$ cat config.mk
export PLATFORM = sky130hd
export DESIGN_NAME = sync_fifo_v2
export DESIGN_NICKNAME = d
export VERILOG_FILES = /design/src/rtl/sync_fifo_v2.sv
export SDC_FILE = /design/constraint.sdc
export NUM_CORES = 1
export LEC_CHECK = 0
export ABC_AREA = 1
export CORE_MARGIN = 2
export CORE_UTILIZATION = 54
export DETAILED_ROUTE_END_ITERATION = 10
export GPL_ROUTABILITY_DRIVEN = 0
export PLACE_DENSITY_LB_ADDON = 0.05
export REMOVE_ABC_BUFFERS = 1
export SLEW_MARGIN = 15
export SYNTH_ARGS = -nofsm -noshare
export SYNTH_HDL_FRONTEND = slang
export SYNTH_SLANG_ARGS = --single-unit
$ cat constraint.sdc
create_clock -name clk -period 1.97 [get_ports clk]
set_clock_uncertainty 0.1 [all_clocks]
set_input_delay 0.4925 -clock clk [delete_from_list [all_inputs] [get_ports clk]]
set_output_delay 0.4925 -clock clk [all_outputs]
set_load 0.01 [all_outputs]
$ cat src/rtl/sync_fifo_v2.sv
// Synchronous FIFO with selectable registered / first-word-fall-through read,
// almost-full/almost-empty thresholds, fill level, flush and sticky errors.
// Ports:
//   clk, rst_n        : clock (rising edge), async active-low reset
//   flush, clr_err    : sync content clear, sticky error clear
//   wr_en, din        : write request and data
//   rd_en             : read / pop request
//   dout, valid       : read data and its qualifier
//   full, almost_full, empty, almost_empty, level : fill status
//   overflow, underflow : sticky rejected-write / rejected-read flags
module sync_fifo_v2 #(
  parameter int WIDTH     = 16,
  parameter int DEPTH     = 16,
  parameter int FWFT      = 0,
  parameter int AF_THRESH = DEPTH - 2,
  parameter int AE_THRESH = 2
) (
  input  logic                       clk,
  input  logic                       rst_n,
  input  logic                       flush,
  input  logic                       clr_err,
  input  logic                       wr_en,
  input  logic [WIDTH-1:0]           din,
  output logic                       full,
  output logic                       almost_full,
  input  logic                       rd_en,
  output logic [WIDTH-1:0]           dout,
  output logic                       valid,
  output logic                       empty,
  output logic                       almost_empty,
  output logic [$clog2(DEPTH):0]     level,
  output logic                       overflow,
  output logic                       underflow
);

  localparam int AW = $clog2(DEPTH);
  localparam int LW = AW + 1;
  localparam logic [LW-1:0] LVL_MAX = LW'(DEPTH);
  localparam logic [LW-1:0] AF_LVL  = LW'(AF_THRESH);
  localparam logic [LW-1:0] AE_LVL  = LW'(AE_THRESH);

  logic [WIDTH-1:0] mem [DEPTH];
  logic [AW-1:0]    wr_ptr;
  logic [AW-1:0]    rd_ptr;
  logic             rd_acc;
  logic             wr_acc;
  logic             wr_rej;
  logic             rd_rej;

  assign empty        = (level == '0);
  assign full         = (level == LVL_MAX);
  assign almost_full  = (level >= AF_LVL);
  assign almost_empty = (level <= AE_LVL);

  // flush masks both requests, so it neither moves data nor raises errors
  assign rd_acc = rd_en & ~empty & ~flush;
  assign wr_acc = wr_en & (~full | rd_acc) & ~flush;
  assign wr_rej = wr_en & ~wr_acc & ~flush;
  assign rd_rej = rd_en & empty & ~flush;

  always_ff @(posedge clk or negedge rst_n) begin
    if (!rst_n) begin
      wr_ptr <= '0;
      rd_ptr <= '0;
      level  <= '0;
    end else if (flush) begin
      wr_ptr <= '0;
      rd_ptr <= '0;
      level  <= '0;
    end else begin
      if (wr_acc) wr_ptr <= wr_ptr + AW'(1);
      if (rd_acc) rd_ptr <= rd_ptr + AW'(1);
      unique case ({wr_acc, rd_acc})
        2'b10:   level <= level + LW'(1);
        2'b01:   level <= level - LW'(1);
        default: level <= level;
      endcase
    end
  end

  // storage is deliberately not reset
  always_ff @(posedge clk) begin
    if (wr_acc) mem[wr_ptr] <= din;
  end

  // a new error in the same cycle as clr_err keeps the flag set
  always_ff @(posedge clk or negedge rst_n) begin
    if (!rst_n) begin
      overflow  <= 1'b0;
      underflow <= 1'b0;
    end else begin
      if (wr_rej)       overflow <= 1'b1;
      else if (clr_err) overflow <= 1'b0;
      if (rd_rej)       underflow <= 1'b1;
      else if (clr_err) underflow <= 1'b0;
    end
  end

  generate
    if (FWFT == 0) begin : g_reg
      logic [WIDTH-1:0] dout_q;
      logic             valid_q;

      always_ff @(posedge clk or negedge rst_n) begin
        if (!rst_n) begin
          dout_q  <= '0;
          valid_q <= 1'b0;
        end else if (flush) begin
          dout_q  <= '0;
          valid_q <= 1'b0;
        end else begin
          valid_q <= rd_acc;
          if (rd_acc) dout_q <= mem[rd_ptr];
        end
      end

      assign dout  = dout_q;
      assign valid = valid_q;
    end else begin : g_fwft
      assign dout  = mem[rd_ptr];
      assign valid = ~empty;
    end
  endgenerate

endmodule

### Word-level counts from Yosys, hierarchy flattened

Memory sizes are Yosys's and may differ from the RTL's.
Index checks and enable logic that the tools add are counted.

* input bits: 22
* output and inout port bits: 28
* bits in writable memories: 256
* register bits after elaboration: 32
* logic and storage cells: 50
* memories kept: 1

* bitwise operators: 13
* reduce and logical (&&, ||, !) cells: 6
* $add $sub $neg: 4
* muxes and demuxes: 14
* magnitude comparators: 2
* equality and inequality tests: 3

Memories
* mem: words 16, bits a word 16, read ports 1, clocked after memory_dff 0, wr ports 1, line 42 `logic [WIDTH-1:0] mem [DEPTH];`

Operators with widths (number)
* 16-bit two-way mux: 2
* 4-bit two-way mux: 4
* 5-bit one-hot mux with 2 select lines: 1
* 4-bit by 1-bit adder with 4-bit output, second input constant: 2
* 1-bit bitwise AND: 8
* 2-bit nonzero test: 4
* 1-bit two-way mux: 6
* 5-bit by 1-bit adder with 5-bit output, second input constant: 1
* 5-bit == test, second input constant: 1
* 5-bit by 4-bit >= comparator with 1-bit output, second input constant: 1
* 5-bit by 2-bit less-or-equal comparator with 1-bit output, second input constant: 1
* 5-bit zero test: 1
* 5-bit two-way mux: 1
* 5-bit by 1-bit subtractor with 5-bit output, second input constant: 1
* 1-bit NOT: 4
* 3-bit nonzero test: 1
* 2-bit by 1-bit == test with 1-bit output, second input constant: 1
* 2-bit == test, second input constant: 1
* 1-bit bitwise OR: 1

### Logic depth before layout (Yosys ltp)

Gate-level depths: netlist (run 1).

* depth in word-level cells: 11
* gate-level depth with buffers: 13
* depth with buffers taken out: 13

### Least setup slack after synthesis (run 1)

Ideal clock, no wire load.

* kind: in2reg
* from: in flush
* to: mem mem[10][0] (enable)
* data required time: 1.482 ns
* path buffers: 1
* slack: -0.290 ns
* arrival: 1.771 ns
* setup time: 0.388 ns
* stages on the path: 4
* cells stage by stage: inv_2 -> clkbuf_1 -> nand3_1 -> nor2_1

* cells in the longest elaborated chain, start to end: 7

RTL lines
* from (decl): line 20 `input logic flush,`
* 1-bit NOT *: line 56, 57
* 1-bit bitwise AND: line 56 `assign rd_acc = rd_en & ~empty & ~flush;`
* 1-bit bitwise OR: line 57 `assign wr_acc = wr_en & (~full | rd_acc) & ~flush;`
* 1-bit bitwise AND: line 57
* 1-bit bitwise AND *: line 57
* 1-bit two-way mux *: line 83 `if (wr_acc) mem[wr_ptr] <= din;`
* 1-bit two-way mux (not written as such) *: line 83
* to (decl): line 42

Every way passes the cells marked *; elsewhere a longest branch is shown, timed or not.

### Worst setup path in the final report (run 1)

* from: reg level[1]
* to: out empty

* cells in the longest elaborated chain, start to end: 1

RTL lines
* from (decl): line 31 `output logic [$clog2(DEPTH):0] level,`
* from (signal assigned): line 74 `2'b10: level <= level + LW'(1);`
* from (signal assigned): line 75 `2'b01: level <= level - LW'(1);`
* from (signal assigned): line 76 `default: level <= level;`
* 5-bit zero test: line 50 `assign empty = (level == '0);`
* to (decl): line 29 `output logic empty,`

Every way passes these cells.

==> results.tsv, run 1 <==
metric	value	unit
status	finished with violations	
violations	negative setup slack	
setup_viol	5	
synth-edff-count	256	
power_frac_clock	32.4	%
ios	50	
rsz0062_at_grt	true	
pwr-share-comb	25.1	%
synth-seq-cells	288	
finalCritPeriodShare	107.6	%
drv_cap	0	
drtPass1Iterations	5	
overflow	0	
seqCellArea	8494	um^2
relSlewSlack	56.97	%
design_area	14560	um^2
multi_input_area	3068	um^2
cp.arrival	1.53	ns
wl	28600	um
dpl_cell_area	13440	um^2
yosys.area.top_type	edfxtp_1	
finalCriticalPeriod	2.120	ns
ys.flop_type	edfxtp_1	
io_buffers	49	
grt_antenna_before_repair	0	
p_int	11.52	mW
antenna_cells	0	
p_leak	5.811	nW
synth_cell_type_count	26	
rows	54	
wl_per_cell	19.20	um
seqPwrFrac	42.5	%
p_sw_share	30.31	%
grt_max_degree	88	
whs	0.3756	ns
cts_sinks	288	
vdd_drop_max	0.0007367	V
avgSynthCellArea	11.17	um^2
vias	8002	
hpwl	17780	um
finalHoldViolCount	0	
first_global_vias	7829	
critPathMaxFanout	3	
p_per_area	1136	nW/um^2
yosysTopAreaCellShare	64.61	%
required	1.38	ns
ys_top_cells_by_area	edfxtp_1 65%, nand2_1 10%, dfrtp_1 6.7%	
synth_most_common_cell	nand2_1	
ant_nets	0	
track_usage	25.01	%
fin_nets	1218	
power	16.53	mW
worstSetupEndpointType	output pin	
drive_above_1_share	15.62	%
synthCells	1065	
clk_path_buf_depth	3	
grt_pass1_wl	44840	um
synthArstFlopShare	11.11	%
clk_pin_slew_worst_paths	0.06	ns
fmax	471.7	MHz
p_sw	5.012	mW
dp_worst_setup_slack	-0.5767	ns
insertion_delay	0.55	ns
vias_per_cell	5.370	
first_iter_violations	642	
ys_top_cells_by_count	323 x nand2_1, 256 x edfxtp_1, 129 x nand3_1	
yosysWarnings	0	
setup_slack	-0.1500	ns
synth_area	11900	um^2
tritoncts	yes	
dieArea	23240	um^2
drc	0	
cts_buffers	30	
synthToLayoutAreaGrowth	22.38	%
hold_class	flop to flop	
finalNonFillerCells	1490	
synth-seq-area-share	71.34	%
start_util	54.69	%
fill_cells	1630	
dp_cells	1424	
core	21760	um^2
drv_slew	0	
worstSetupPathType	flop to output pin	
cp-start-kind	flop	
cts_root_buffer	clkbuf_16	
h-tree-depth	1	
tightest_slew	0.6455	ns
die_y	152.4	um
die_w	152.4	um
-- sequential cells by signal, indices dropped and copies added (netlist names) --
| signal | flops |
|---|---|
| underflow | 1 |
| valid | 1 |
| wr_ptr | 4 |
| dout | 16 |
| overflow | 1 |
| level | 5 |
| rd_ptr | 4 |
| mem | 256 |
-- power by group through the flow --
stage,Combinational [mW],Clock (mW),Sequential (mW)
floorplan,1.82,0,7.45
global placement,3.97,0,7.13
detailed placement,4.00,0,7.14
CTS,4.09,5.45,7.02
global route,4.63,5.71,7.04
finish,4.15,5.36,7.02
-- area by class of cell --
cell class                      instances  share of cell area [%]
Inverter                               53                   1.409
Multi-Input combinational cell        674                   21.07
Sequential cell                       288                   58.34
Clock inverter                         21                   1.023
Clock buffer                           34                   5.405
Timing Repair Buffer                  140                   10.35
Tap cell                              280                   2.406
-- worst paths after layout --
path                       startpoint       end  slack [ns]  depth (start not counted)
max in group asynchronous       rst_n   dout[7]        0.79                          3
min reg2reg                   dout[2]   dout[2]        0.38                          2
max reg2reg                  level[1]  level[3]       -0.04                         12
min in group asynchronous       rst_n   dout[4]        0.40                          2
max                          level[1]     empty       -0.15                          5
min                           dout[2]   dout[2]        0.38                          2
-- layout by cell type, fill, tap and decap left out, drive strengths merged, types with 2 or more instances in the layout --
master	netlist	layout
a21oi	20	20
clkdlybuf4s50	0	20
inv	53	52
edfxtp	256	256
buf	41	96
clkbuf	9	35
clkinv	0	19
dfrtp	32	32
ha	8	8
dlygate4sd2	0	19
clkdlybuf4s15	0	3
nor2	123	123
nand3	131	131
nand2	325	325
o21ai	60	60
bufinv	0	2
xnor2	2	2
-- worst max-delay path: stages (launching register included) --
cell and delay, ns:
dfrtp_1 0.41, nor2_2 0.14, nand3_2 0.13, buf_6 0.15, inv_4 0.04, buf_6 0.09
-- kinds of logic (layout without fill, tap and decap cells) --
logic type | Yosys count | after routing | synth area share [%]
xor gates and xnor gates | 2 | 2 | 0.1473
AOI/OAI and AO/OA | 82 | 82 | 3.523
and+or+nand+nor | 581 | 581 | 19.91
adders and majority gates | 9 | 9 | 1.010
DFF | 288 | 288 | 71.34
buffers and inverters | 103 | 248 | 4.070
-- stage by stage --
step                setup TNS (ns)  utilization [%]
floorplan                   -97.68                -
global placement           -108.34            61.80
detailed placement         -118.41            61.80
CTS                        -0.5765            66.54
global route                -1.932            66.93
finish                     -0.4664            66.93
-- per-layer routing --
metal	up-vias	global-route usage, %	routed length, um
met1	3836	34.62	12120
met3	47	3.043	1574
li1	3865	-	-
met4	0	7.143	680
met2	254	42.36	14230
met5	-	0	0
-- timing repair --
item | CTS | global route
pin swaps | 6 | 2
buffers inserted | 7 | 4
hold buffers | 1 | 0
resized for setup | 69 | 17
endpoints found under the setup margin | 30 | 266
endpoints found under the hold margin | 21 | 0
No activity file was read; power rests on OpenSTA's default activity.
==> inputs of run 2 (changes only) <==
--- a/config.mk
+++ b/config.mk
@@ -12,6 +12,7 @@
 export GPL_ROUTABILITY_DRIVEN = 0
 export PLACE_DENSITY_LB_ADDON = 0.05
 export REMOVE_ABC_BUFFERS = 1
+export SKIP_LAST_GASP = 1
 export SLEW_MARGIN = 15
 export SYNTH_ARGS = -nofsm -noshare
 export SYNTH_HDL_FRONTEND = slang
==> run 2 against run 1 <==
The run still ends with negative setup slack left; global-route usage stayed put; via count is 0.16% lower; largest power group unchanged; routed wire length hardly changed; highest routed layer unchanged; clock-buffer cell count stayed put; sequential share of layout area is 0.17 points lower; critical path depth stayed put; clock power hardly changed.
==> results.tsv, run 2 (same netlist as run 1, synthesis figures left out) <==
metric	value	unit
critPathMaxFanout	3	
dieArea	23240	um^2
final_cell_mix	320 x nand2_1, 256 x edfxtp_1, 127 x nand3_1	
core	21760	um^2
cts_buffers	30	
drc	0	
first_iter_violations	649	
io_buffers	49	
drv_cap	0	
setup_viol	6	
rows	54	
tritoncts	yes	
vias_per_cell	5.358	
clk_path_buf_depth	3	
critical_path.cell_chain	nor2_2, nand3_2, buf_6, inv_4, buf_6	
worstSetupPathDepth	5	
h-tree-depth	1	
vdd_drop_max	0.0007358	V
p_sw	4.997	mW
dp_worst_setup_slack	-0.5767	ns
p_per_area	1131	nW/um^2
reg2reg_depth	12	
worstSetupEndpointType	output pin	
grt_antenna_before_repair	0	
tightest_slew	0.6346	ns
startpoint	level[1]	
die_y	152.4	um
track_usage	25.01	%
wl	28610	um
ant_nets	0	
violations	negative setup slack	
antenna_cells	0	
power_frac_clock	32.4	%
drtPass1Iterations	6	
relSlewSlack	57.70	%
finalCriticalPeriod	2.106	ns
regMostFlops	mem	
fin_nets	1219	
grt_pass1_wl	44840	um
cts_sinks	288	
finalCritPeriodShare	106.9	%
slowest_delay	0.41	ns
rr_endpoint	level[3]	
p_sw_share	30.26	%
worstSetupPathType	flop to output pin	
drv_slew	0	
p_leak	5.813	nW
cp_top_family	flip-flops	
insertion_delay	0.55	ns
path_common_cell	buf_6	
final_common_cell	nand2_1	
dpl_cell_area	13440	um^2
start_util	54.69	%
design_area	14600	um^2
pwr-share-comb	25.1	%
worst-path-buf-inv	3	
vias	7989	
cp.arrival	1.51	ns
cp-start-kind	flop	
hpwl	17780	um
ios	50	
ff2ff_setup_slack	-0.02	ns
crit_path_end	empty	
overflow	0	
seqPwrFrac	42.5	%
required	1.38	ns
r2r_start	level[1]	
hold_class	flop to flop	
wl_per_cell	19.19	um
cts_root_buffer	clkbuf_16	
clk_pin_slew_worst_paths	0.06	ns
status	finished with violations	
die_w	152.4	um
finalHoldViolCount	0	
largest_register_ff_count	256	
setup_slack	-0.1363	ns
drive_above_1_share	15.52	%
finalSetupTns	-0.4851	ns
rsz0062_at_grt	true	
hp-start	dout[2]	
first_global_vias	7822	
fmax	474.8	MHz
critical-path-slowest-cell	dfrtp_1	
grt_max_degree	88	
synthToLayoutAreaGrowth	22.75	%
p_int	11.52	mW
-- run 2: cell count changes in the layout (fill, tap and decap cells not counted), sizes merged --
cell	previous run	this run
clkbuf	35	36
clkdlybuf4s15	3	4
buf	96	95
-- run 2: what timing repair did --
item,4_1_cts,5_1_grt
endpoints found under the setup margin,30,265
pin swaps,5,1
cloned,0,1
hold buffers,1,0
resized for setup,64,20
buffers inserted,7,3
endpoints found under the hold margin,21,0
-- run 2: final cells by class --
class	count	area (um^2)
Sequential cell	288	8494
Inverter	53	205.2
Timing Repair Buffer	141	1526
Clock inverter	21	148.9
Multi-Input combinational cell	674	3092
Tap cell	280	350.3
Fill cell	1619	7152
Clock buffer	34	787.0
-- run 2: metrics by stage --
stage                     hold WS, ns  utilization [%]  cells  power [mW]
after floorplan               0.09691                -   1015       9.266
after global placement         0.3661            61.80   1424       11.10
after detailed placement       0.3690            61.80   1424       11.13
after CTS                      0.3812            66.48   1487       16.55
after global routing           0.4008            67.13   1491       17.37
final                          0.3756            67.13   1491       16.52
-- run 2: tightest hold or removal path: cells and delay by family, from the launching register on --
family        cells  cell delay [ns]
flops             1             0.34
simple gates      2             0.10
-- run 2: layer usage --
| metal | vias to the layer above | wire [um] | track usage (%) | share of wire [%] |
|---|---|---|---|---|
| met5 | - | 0 | 0 | 0 |
| met4 | 0 | 667 | 7.143 | 2.3 |
| met3 | 44 | 1502 | 3.043 | 5.3 |
| met2 | 225 | 14300 | 42.39 | 50 |
| met1 | 3851 | 12130 | 34.60 | 42 |
| li1 | 3869 | - | - | - |
-- run 2: how the worst min path moves through the flow --
stage / depth (start not counted) / end / slack [ns]
finish: 2 / dout[2] / 0.38
global route: 2 / dout[4] / 0.40
CTS: 2 / dout[2] / 0.38
detailed placement: 2 / dout[2] / 0.37
global placement: 2 / dout[9] / 0.37
floorplan: 0 / dout[0] / 0.1
-- run 2: power by group through the flow --
stage | Combinational [mW] | Clock, mW | Sequential [mW]
final | 4.14 | 5.36 | 7.02
after global routing | 4.63 | 5.71 | 7.04
after CTS | 4.08 | 5.45 | 7.02
after detailed placement | 4.00 | 0 | 7.14
after global placement | 3.97 | 0 | 7.13
after floorplan | 1.82 | 0 | 7.45
==> inputs of run 3 (changes only) <==
--- a/config.mk
+++ b/config.mk
@@ -7,7 +7,7 @@
 export LEC_CHECK = 0
 export ABC_AREA = 1
 export CORE_MARGIN = 2
-export CORE_UTILIZATION = 54
+export CORE_UTILIZATION = 65
 export DETAILED_ROUTE_END_ITERATION = 10
 export GPL_ROUTABILITY_DRIVEN = 0
 export PLACE_DENSITY_LB_ADDON = 0.05
==> constraint.sdc (replaced) <==
create_clock -name clk -period 2.5 [get_ports clk]
set_clock_uncertainty 0.1 [all_clocks]
set_input_delay 0.625 -clock clk [delete_from_list [all_inputs] [get_ports clk]]
set_output_delay 0.625 -clock clk [all_outputs]
set_load 0.01 [all_outputs]
==> run 3 against run 2 <==
The flow now finishes without violations; hold slack got worse by 0.30 ns; power is 23% lower; die area shrank 17%; non-clock buffer count down 26; sequential power shrank 21%; flip-flop and latch count unchanged; utilization increased by 11 points; clock power fell by 24%; cell area decreased by 3.5%.
==> results.tsv, run 3 (same netlist as run 1, synthesis figures left out) <==
metric	value	unit
synthToLayoutAreaGrowth	18.41	%
drv_slew	0	
grt_pass1_wl	43290	um
drive_above_1_share	12.16	%
drv_cap	0	
grt_antenna_before_repair	0	
largest_register_ff_count	256	
ant_nets	0	
design_area	14090	um^2
finalCriticalPeriod	2.439	ns
critPathMaxFanout	4	
overflow	0	
multi_input_area	2987	um^2
first_global_vias	8014	
dieArea	19400	um^2
tritoncts	yes	
clk_path_buf_depth	3	
hold_class	primary input to asynchronous set/reset pin	
drtPass1Iterations	5	
hpwl	17410	um
fmax	409.9	MHz
wl_per_cell	19.60	um
io_buffers	49	
vias	8134	
tightest_slew	0.8611	ns
insertion_delay	0.56	ns
clk_pin_slew_worst_paths	0.06	ns
start_util	66.23	%
die_w	139.3	um
cts_buffers	29	
final_common_cell	nand2_1	
p_leak	5.552	nW
vdd_drop_max	0.0007485	V
die_y	139.3	um
drc	0	
regMostFlops	mem	
p_per_area	902.7	nW/um^2
ios	50	
fill_cells	1127	
wl	27690	um
fin_nets	1192	
dpl_cell_area	13130	um^2
rows	49	
h-tree-depth	1	
grt_max_degree	79	
cts_root_buffer	clkbuf_16	
cp-start-kind	flop	
core	17960	um^2
power	12.72	mW
relSlewSlack	42.59	%
first_iter_violations	701	
status	completed	
cp.arrival	1.71	ns
antenna_cells	0	
cts-hold-fix-buffers	0	
track_usage	29.04	%
worstSetupPathType	flop to output pin	
whs	0.07748	ns
worstSetupEndpointType	output pin	
required	1.77	ns
seqCellArea	8496	um^2
cts_sinks	288	
finalHoldViolCount	0	
finalCritPeriodShare	97.58	%
setup_viol	0	
vias_per_cell	5.757	
final_cell_mix	323 x nand2_1, 256 x edfxtp_1, 128 x nand3_1	
-- run 3: changes by cell type in the layout (fill, tap and decap cells not counted), sizes merged, moves of 2 or more --
cell and change:
buf -28, clkdlybuf4s50 +24, clkbuf +18, clkinv -18
dlygate4sd2 -17, clkdlybuf4s15 -4, bufinv -2
-- run 3: timing repair --
action	4_1_cts	5_1_grt
hold endpoints to repair	0	0
setup buffers	4	1
endpoints found under the setup margin	3	2
gates resized for setup	13	4
-- run 3: where the power goes --
part | leakage (nW) | internal, mW | total, mW | switching (mW)
registers | 2.73 | 5.42 | 5.56 | 0.137
logic | 2.38 | 1.14 | 3.07 | 1.93
clock network | 0.438 | 2.37 | 4.09 | 1.71
-- run 3: path summary, 6_finish.rpt --
kind	end	start	cells after the start	slack, ns
worst max-delay path	empty	level[1]	5	0.06
worst min-delay path	dout[14]	rst_n	1	0.08
worst max register to register	level[4]	level[1]	14	0.27
worst min register to register	dout[2]	dout[2]	2	0.38
max in group asynchronous	rd_ptr[0]	rst_n	1	1.58
min in group clk	dout[2]	dout[2]	2	0.38
-- run 3: routing by layer --
metal | routed length (um) | global-route usage (%) | vias up
met5 | 0 | 0 | -
met4 | 1231 | 12.60 | 0
met3 | 1826 | 3.063 | 71
met2 | 14020 | 49.23 | 346
met1 | 10620 | 38.83 | 3914
li1 | - | - | 3803
-- run 3: critical path, cell delays in order, from the launching register on --
cell and delay [ns]:
dfrtp_1 0.40, buf_4 0.15, nor2_4 0.12, nand3_2 0.14
inv_1 0.10, dlygate4sd2_1 0.26
-- run 3: layout make-up --
type	instances	area share (%)
well taps	229	2.034
clock buffers	53	6.288
flip-flops and latches	288	60.30
repair buffers	115	8.615
clock inverters	1	0.1421
multi-input cells	674	21.20
inverters	53	1.421
-- run 3: stage by stage --
stage	utilization, %	setup TNS [ns]	worst slack (ns)	cells
6_report	78.43	0	0.06055	1413
4_1_cts	78.39	-0.06424	-0.06424	1412
5_1_grt	78.43	-0.01344	-0.01344	1413
3_3_place_gp	73.07	-4.886	-0.1323	1354
3_5_place_dp	73.07	-13.31	-0.1823	1354
2_1_floorplan	-	-37.23	-2.211	1015
